===== config.mk =====
export PLATFORM = sky130hd
export DESIGN_NAME = top2_rr_scheduler_flat
export DESIGN_NICKNAME = d
export VERILOG_FILES = /design/src/rtl/top2_rr_scheduler_if.sv /design/src/rtl/top2_rr_scheduler.sv /design/src/flat_wrapper.sv
export SDC_FILE = /design/constraint.sdc
export NUM_CORES = 1
export LEC_CHECK = 0
export CAP_MARGIN = 20
export CORE_ASPECT_RATIO = 1.5
export CORE_MARGIN = 5
export CORE_UTILIZATION = 40
export DETAILED_ROUTE_END_ITERATION = 12
export PLACE_DENSITY = 0.69
export SLEW_MARGIN = 15
export SYNTH_ARGS = -nofsm -noshare
export SYNTH_HDL_FRONTEND = slang
export SYNTH_SLANG_ARGS = --single-unit
export TNS_END_PERCENT = 20

===== constraint.sdc =====
create_clock -name clk -period 13.5 [get_ports clk]
set_clock_uncertainty 0.2 [all_clocks]
set_input_delay 4.05 -clock clk [delete_from_list [all_inputs] [get_ports clk]]
set_output_delay 4.05 -clock clk [all_outputs]
set_load 0.005 [all_outputs]

===== src/rtl/top2_rr_scheduler_if.sv =====
`default_nettype none
// ============================================================================
//  Module      : top2_rr_scheduler_if
//  Description : Sample-in / result-out bundle for the shared top-two
//                scheduler. Producers and the consumer sit on the master
//                side; the scheduler itself uses the slave side.
//  Revision    : 1.0 - initial release
// ============================================================================
interface top2_rr_scheduler_if #(
    parameter int DATA_WIDTH = 32,
    parameter int NUM_CH     = 4,
    parameter int CH_W       = $clog2(NUM_CH)
) ();

    // Per-channel sample side
    logic [NUM_CH-1:0]            in_valid;
    logic [NUM_CH*DATA_WIDTH-1:0] in_data;
    logic [NUM_CH-1:0]            in_ready;
    logic [NUM_CH-1:0]            ch_clr;

    // Shared result side
    logic                         out_valid;
    logic                         out_ready;
    logic [CH_W-1:0]              out_ch;
    logic [DATA_WIDTH-1:0]        out_largest;
    logic [DATA_WIDTH-1:0]        out_second;

    // Producers and consumer
    modport master (
        output in_valid,
        output in_data,
        output ch_clr,
        output out_ready,
        input  in_ready,
        input  out_valid,
        input  out_ch,
        input  out_largest,
        input  out_second
    );

    // Scheduler
    modport slave (
        input  in_valid,
        input  in_data,
        input  ch_clr,
        input  out_ready,
        output in_ready,
        output out_valid,
        output out_ch,
        output out_largest,
        output out_second
    );

endinterface
`default_nettype wire


===== src/rtl/top2_rr_scheduler.sv =====
`default_nettype none
// ============================================================================
//  Module      : top2_rr_scheduler
//  Description : Round-robin scheduler sharing one top-two (largest /
//                second-largest) update datapath between NUM_CH sample
//                streams. Per-channel context lives in register banks; each
//                accepted sample produces a registered result with
//                backpressure.
//  Revision    : 1.0 - initial release
// ============================================================================
module top2_rr_scheduler #(
    parameter int DATA_WIDTH = 32,
    parameter int NUM_CH     = 4,
    parameter int CH_W       = $clog2(NUM_CH)
) (
    input  wire logic             clk,
    input  wire logic             reset,
    top2_rr_scheduler_if.slave    bus
);

    localparam logic [CH_W:0]   c_num_ch  = (CH_W+1)'(NUM_CH);
    localparam logic [CH_W-1:0] c_last_ch = CH_W'(NUM_CH - 1);

    // ------------------------------------------------------------------
    // State
    // ------------------------------------------------------------------
    logic [CH_W-1:0]       r_ptr;
    logic [DATA_WIDTH-1:0] r_largest [NUM_CH];
    logic [DATA_WIDTH-1:0] r_second  [NUM_CH];

    logic                  r_out_valid;
    logic [CH_W-1:0]       r_out_ch;
    logic [DATA_WIDTH-1:0] r_out_largest;
    logic [DATA_WIDTH-1:0] r_out_second;

    // ------------------------------------------------------------------
    // Combinational signals
    // ------------------------------------------------------------------
    logic                  w_slot_free;
    logic                  w_gnt_any;
    logic [CH_W-1:0]       w_gnt_idx;
    logic [CH_W:0]         w_scan_idx;
    logic                  w_accept;
    logic [NUM_CH-1:0]     w_in_ready;
    logic [DATA_WIDTH-1:0] w_samples [NUM_CH];
    logic [DATA_WIDTH-1:0] w_data;
    logic                  w_gnt_clr;
    logic [DATA_WIDTH-1:0] w_old_l;
    logic [DATA_WIDTH-1:0] w_old_s;
    logic [DATA_WIDTH-1:0] w_new_l;
    logic [DATA_WIDTH-1:0] w_new_s;

    // Split the flat sample bus into one word per channel
    for (genvar gi = 0; gi < NUM_CH; gi++) begin : g_unpack
        assign w_samples[gi] = bus.in_data[gi*DATA_WIDTH +: DATA_WIDTH];
    end

    // The output slot can take a new result if it is empty or being drained
    assign w_slot_free = !r_out_valid || bus.out_ready;

    // Round-robin search: scan from the pointer upward with wrap. The scan
    // runs from the farthest candidate back to the pointer so the nearest
    // requester is the last one written and therefore wins.
    always_comb begin
        w_gnt_any  = 1'b0;
        w_gnt_idx  = '0;
        w_scan_idx = '0;
        for (int k = NUM_CH - 1; k >= 0; k--) begin
            w_scan_idx = {1'b0, r_ptr} + (CH_W+1)'(k);
            if (w_scan_idx >= c_num_ch) begin
                w_scan_idx = w_scan_idx - c_num_ch;
            end
            if (bus.in_valid[w_scan_idx[CH_W-1:0]]) begin
                w_gnt_any = 1'b1;
                w_gnt_idx = w_scan_idx[CH_W-1:0];
            end
        end
    end

    // The grant only reaches in_ready when the result slot can accept it;
    // a granted channel always has in_valid set, so a grant is an accept.
    assign w_accept   = w_gnt_any && w_slot_free;
    assign w_in_ready = w_accept ? (NUM_CH'(1) << w_gnt_idx) : '0;

    // Top-two update for the granted channel. A same-edge clear wipes the
    // old context first so the sample opens a fresh sequence.
    always_comb begin
        w_data    = w_samples[w_gnt_idx];
        w_gnt_clr = bus.ch_clr[w_gnt_idx];
        w_old_l   = w_gnt_clr ? '0 : r_largest[w_gnt_idx];
        w_old_s   = w_gnt_clr ? '0 : r_second[w_gnt_idx];
        w_new_l   = w_old_l;
        w_new_s   = w_old_s;
        if (w_data >= w_old_l) begin
            // Ties displace the old largest: equal values are separate entries
            w_new_l = w_data;
            w_new_s = w_old_l;
        end else if (w_data >= w_old_s) begin
            w_new_s = w_data;
        end
    end

    // Round-robin pointer: moves just past the channel that was accepted
    always_ff @(posedge clk or posedge reset) begin
        if (reset) begin
            r_ptr <= '0;
        end else if (w_accept) begin
            r_ptr <= (w_gnt_idx == c_last_ch) ? '0 : (w_gnt_idx + CH_W'(1));
        end
    end

    // Per-channel context banks: accepted channel takes the update, any
    // other channel with its clear bit set returns to an empty sequence
    always_ff @(posedge clk or posedge reset) begin
        if (reset) begin
            for (int i = 0; i < NUM_CH; i++) begin
                r_largest[i] <= '0;
                r_second[i]  <= '0;
            end
        end else begin
            for (int i = 0; i < NUM_CH; i++) begin
                if (w_accept && (w_gnt_idx == CH_W'(i))) begin
                    r_largest[i] <= w_new_l;
                    r_second[i]  <= w_new_s;
                end else if (bus.ch_clr[i]) begin
                    r_largest[i] <= '0;
                    r_second[i]  <= '0;
                end
            end
        end
    end

    // Result register: loads on accept, holds under backpressure, empties
    // when drained without a replacement
    always_ff @(posedge clk or posedge reset) begin
        if (reset) begin
            r_out_valid   <= 1'b0;
            r_out_ch      <= '0;
            r_out_largest <= '0;
            r_out_second  <= '0;
        end else if (w_accept) begin
            r_out_valid   <= 1'b1;
            r_out_ch      <= w_gnt_idx;
            r_out_largest <= w_new_l;
            r_out_second  <= w_new_s;
        end else if (bus.out_ready) begin
            r_out_valid   <= 1'b0;
        end
    end

    // ------------------------------------------------------------------
    // Outputs
    // ------------------------------------------------------------------
    assign bus.in_ready    = w_in_ready;
    assign bus.out_valid   = r_out_valid;
    assign bus.out_ch      = r_out_ch;
    assign bus.out_largest = r_out_largest;
    assign bus.out_second  = r_out_second;

endmodule
`default_nettype wire


===== src/flat_wrapper.sv =====
// flat-port wrapper written by rule: the top's interface ports become plain ports
module top2_rr_scheduler_flat 
#(
    parameter int DATA_WIDTH = 32,
    parameter int NUM_CH     = 4,
    parameter int CH_W       = $clog2(NUM_CH)
)
  (clk, reset, bus_in_valid, bus_in_data, bus_ch_clr, bus_out_ready, bus_in_ready, bus_out_valid, bus_out_ch, bus_out_largest, bus_out_second);
  top2_rr_scheduler_if #(.DATA_WIDTH(DATA_WIDTH), .NUM_CH(NUM_CH), .CH_W(CH_W)) bus_i ();
  input  wire logic clk;
  input  wire logic reset;
  input wire logic [$bits(bus_i.in_valid)-1:0] bus_in_valid;
  input wire logic [$bits(bus_i.in_data)-1:0] bus_in_data;
  input wire logic [$bits(bus_i.ch_clr)-1:0] bus_ch_clr;
  input wire logic [$bits(bus_i.out_ready)-1:0] bus_out_ready;
  output wire logic [$bits(bus_i.in_ready)-1:0] bus_in_ready;
  output wire logic [$bits(bus_i.out_valid)-1:0] bus_out_valid;
  output wire logic [$bits(bus_i.out_ch)-1:0] bus_out_ch;
  output wire logic [$bits(bus_i.out_largest)-1:0] bus_out_largest;
  output wire logic [$bits(bus_i.out_second)-1:0] bus_out_second;
  assign bus_i.in_valid = bus_in_valid;
  assign bus_i.in_data = bus_in_data;
  assign bus_i.ch_clr = bus_ch_clr;
  assign bus_i.out_ready = bus_out_ready;
  assign bus_in_ready = bus_i.in_ready;
  assign bus_out_valid = bus_i.out_valid;
  assign bus_out_ch = bus_i.out_ch;
  assign bus_out_largest = bus_i.out_largest;
  assign bus_out_second = bus_i.out_second;
  top2_rr_scheduler #(.DATA_WIDTH(DATA_WIDTH), .NUM_CH(NUM_CH), .CH_W(CH_W)) u_core (.clk(clk), .reset(reset), .bus(bus_i));
endmodule

==> out/metrics.csv <==
metric;value;unit
IO buf count;209;
1st-pass router iterations;6;
n_diodes;0;
share of flip-flops with an asynchronous set or reset;100;%
via count;17200;
Sink Count;325;
Vias/cell;6.18;
HP Class;flip-flop to flip-flop;
Post-DP Area;21400;um^2
num ports;210;
CTS resizes;0;
Root Driver;clkbuf_16;
endpoints failing setup;0;
RSZ-0062 raised after global routing;no;
worst-skew pair later-pin latency;590;ps
CP cell instances;clkdlybuf4s50_1 > mux2_1 > nand2_4 > and3_4 > inv_2 > ha_1 > nand2_4 > inv_1 > clkdlybuf4s50_1;
endpoints failing hold;0;
max incr delay on CP;740;ps
Final Wtd Congestion;0.895;
crit-path max FO;51;
Cell Pwr Density;239;nW/um^2
CORE AREA;47500;um^2
slew margin rel.;18.0;%
Ys Warns;0;
final wirelength;62900;um
pre-CTS setup slack;1840;ps
crit path max-delay cell type;and3_4;
main flop type after synthesis;dfrtp_1;
CP Data Arrival Time;7460;ps
post-route setup TNS;0;ps
post-synthesis register bit count;325;
Num CTS Buffers;31;
fin. max-slew vios;0;
worst vdd rail ir drop;0.000138;V
Final Cycle Share;86.7;%
storage element area;8130;um^2
status;finished clean;
first-pass GRT wire length;99700;um
Vert. Die Dim;278;um
Mapped Area;19100;um^2
Mapped Nets;2294;
Worst-Margin Slew;1230;ps
# Post-CTS Setup Buffers;0;
crit path kind;input pin to primary output;
Max Root-Sink Buffers;3;
drt drc;0;
FP Rows;98;
total grt overflow;0;
initial antenna violation count;0;
Final Util;47.4;%
Fmax;85.4;MHz
Worst Setup Slack, final;1790;ps
Area growth, synth to finish;17.9;%
CTS tree;yes;
Power, Total;5370;uW
Required @ worst endpoint;9250;ps
Clk pin slew, worst setup/hold paths;70;ps
H-tree level count;1;
Mapped Avg Cell Area;9.14;um^2
multi-input logic area;9540;um^2
fraction of layout cells with a size suffix above 1;9.09;%
crit start category;input pin;
Synth cell types;48;
vias in the first global route;17400;
Synth Instances;2087;
HPWL after detailed placement;38800;um
sequential area share after synthesis;42.6;%
die footprint;52300;um^2
WL/cell;22.6;um
largest net degree at the start of global routing;126;
fill cell count;4330;
post-route ant nets;0;
Worst setup EP type;primary output;
Initial Util;40.2;%
width of the die;188;um
Final min period;11710;ps
hold_buf cts;0;
Final Cell Area;22500;um^2
Total GRT Usage;23.3;%
Leakage;0.00889;uW
DR iter-0 viols;1823;
EDFF count, synth;0;
Post-layout nets;2361;
max_cap viols;0;
-- kinds of logic (layout without fill, tap and decap cells) --
kind of cell             after synthesis  count (layout)  share of synthesized area, %
adder cells (fa/ha/maj)               68              68                          4.46
buffers and inverters                380             471                          7.79
AND/OR/NAND/NOR                      516             516                          15.5
AO/OA/AOI/OAI                        637             637                          20.7
multiplexers                         161             161                          8.88
flip-flops                           325             325                          42.6
-- through the flow --
stage | instances | hold WS [ps]
detailed placement | 2721 | 271
finish | 2778 | 280
floorplan | 2087 | 249
global placement | 2721 | 264
global route | 2778 | 316
CTS | 2778 | 287
-- worst paths after layout --
kind,end,slack [ps],start,cells past startpoint
max reg2reg,u_core.r_second[30],5950,u_core.r_ptr[1],18
min,u_core.bus.out_ch[0],280,u_core.bus.out_ch[0],2
min reg2reg,u_core.bus.out_ch[0],280,u_core.bus.out_ch[0],2
min in group asynchronous,u_core.bus.out_largest[23],3780,reset,2
max in group asynchronous,u_core.r_largest[111],7720,reset,3
max,bus_in_ready[0],1790,bus_in_valid[0],9
-- cells in the final DEF, fill, tap and decap left out, types with 6 or more instances in the layout --
cell / Yosys / final
dfrtp_1: 325 / 325
mux2i_1: 95 / 95
clkinv_2: 0 / 6
clkbuf_16: 0 / 31
nand3_1: 135 / 135
o211ai_4: 10 / 10
clkdlybuf4s50_1: 0 / 207
o211ai_1: 180 / 180
nand4_1: 134 / 134
clkbuf_8: 0 / 6
a21oi_2: 8 / 9
o21ai_0: 12 / 12
nor2_1: 12 / 12
nand2_1: 92 / 86
ha_1: 68 / 68
a21oi_1: 77 / 76
mux2_2: 65 / 65
nand3b_1: 129 / 129
buf_4: 7 / 33
inv_1: 167 / 164
o21ai_1: 320 / 320
-- synthesized netlist by cell type (all sizes together), types with 5 or more instances --
cell | n | area [um^2]
buf | 38 | 199
mux2 | 66 | 743
nand3b | 129 | 968
nor2 | 12 | 45.0
clkbuf | 172 | 649
a21oi | 86 | 472
a21o | 5 | 37.5
nand2 | 92 | 345
o211ai | 190 | 1560
nand3 | 135 | 676
mux2i | 95 | 951
dfrtp | 325 | 8130
ha | 68 | 851
a211oi | 5 | 62.6
nand4 | 134 | 838
o21ai | 332 | 1660
inv | 170 | 638
-- sequential cells by signal, summed over array words and instances (netlist names) --
name / cells
u_core.r_second: 128
u_core.r_largest: 128
u_core.bus.out_second: 32
u_core.bus.out_valid: 1
u_core.r_ptr: 2
u_core.bus.out_largest: 32
u_core.bus.out_ch: 2
-- power breakdown --
part	switching, uW	total (uW)	internal [uW]
Combinational	1890	2950	1060
Clock	412	911	499
Sequential	188	1510	1320
Total	2490	5370	2870
-- area by class of cell --
type                    count  area share, %
repair buffers            244           10.5
inverters                 170           2.88
clock buffers              37           3.82
multi-input cells        1382           42.4
well taps                 600           3.34
clock inverters            20          0.884
flip-flops and latches    325           36.2
-- critical path: cells and delay by family --
kind          cells  cell delay, ps
simple gates      3            1390
buf+inv           4            1300
fa+ha+maj         1             310
mux               1             370
-- layer usage --
layer	share of wire, %	GRT usage [%]
met1	40	30.6
met2	48	38.6
met3	7.9	3.52
met4	3.5	9.25
met5	0	0
(Power assumes the default switching activity.)
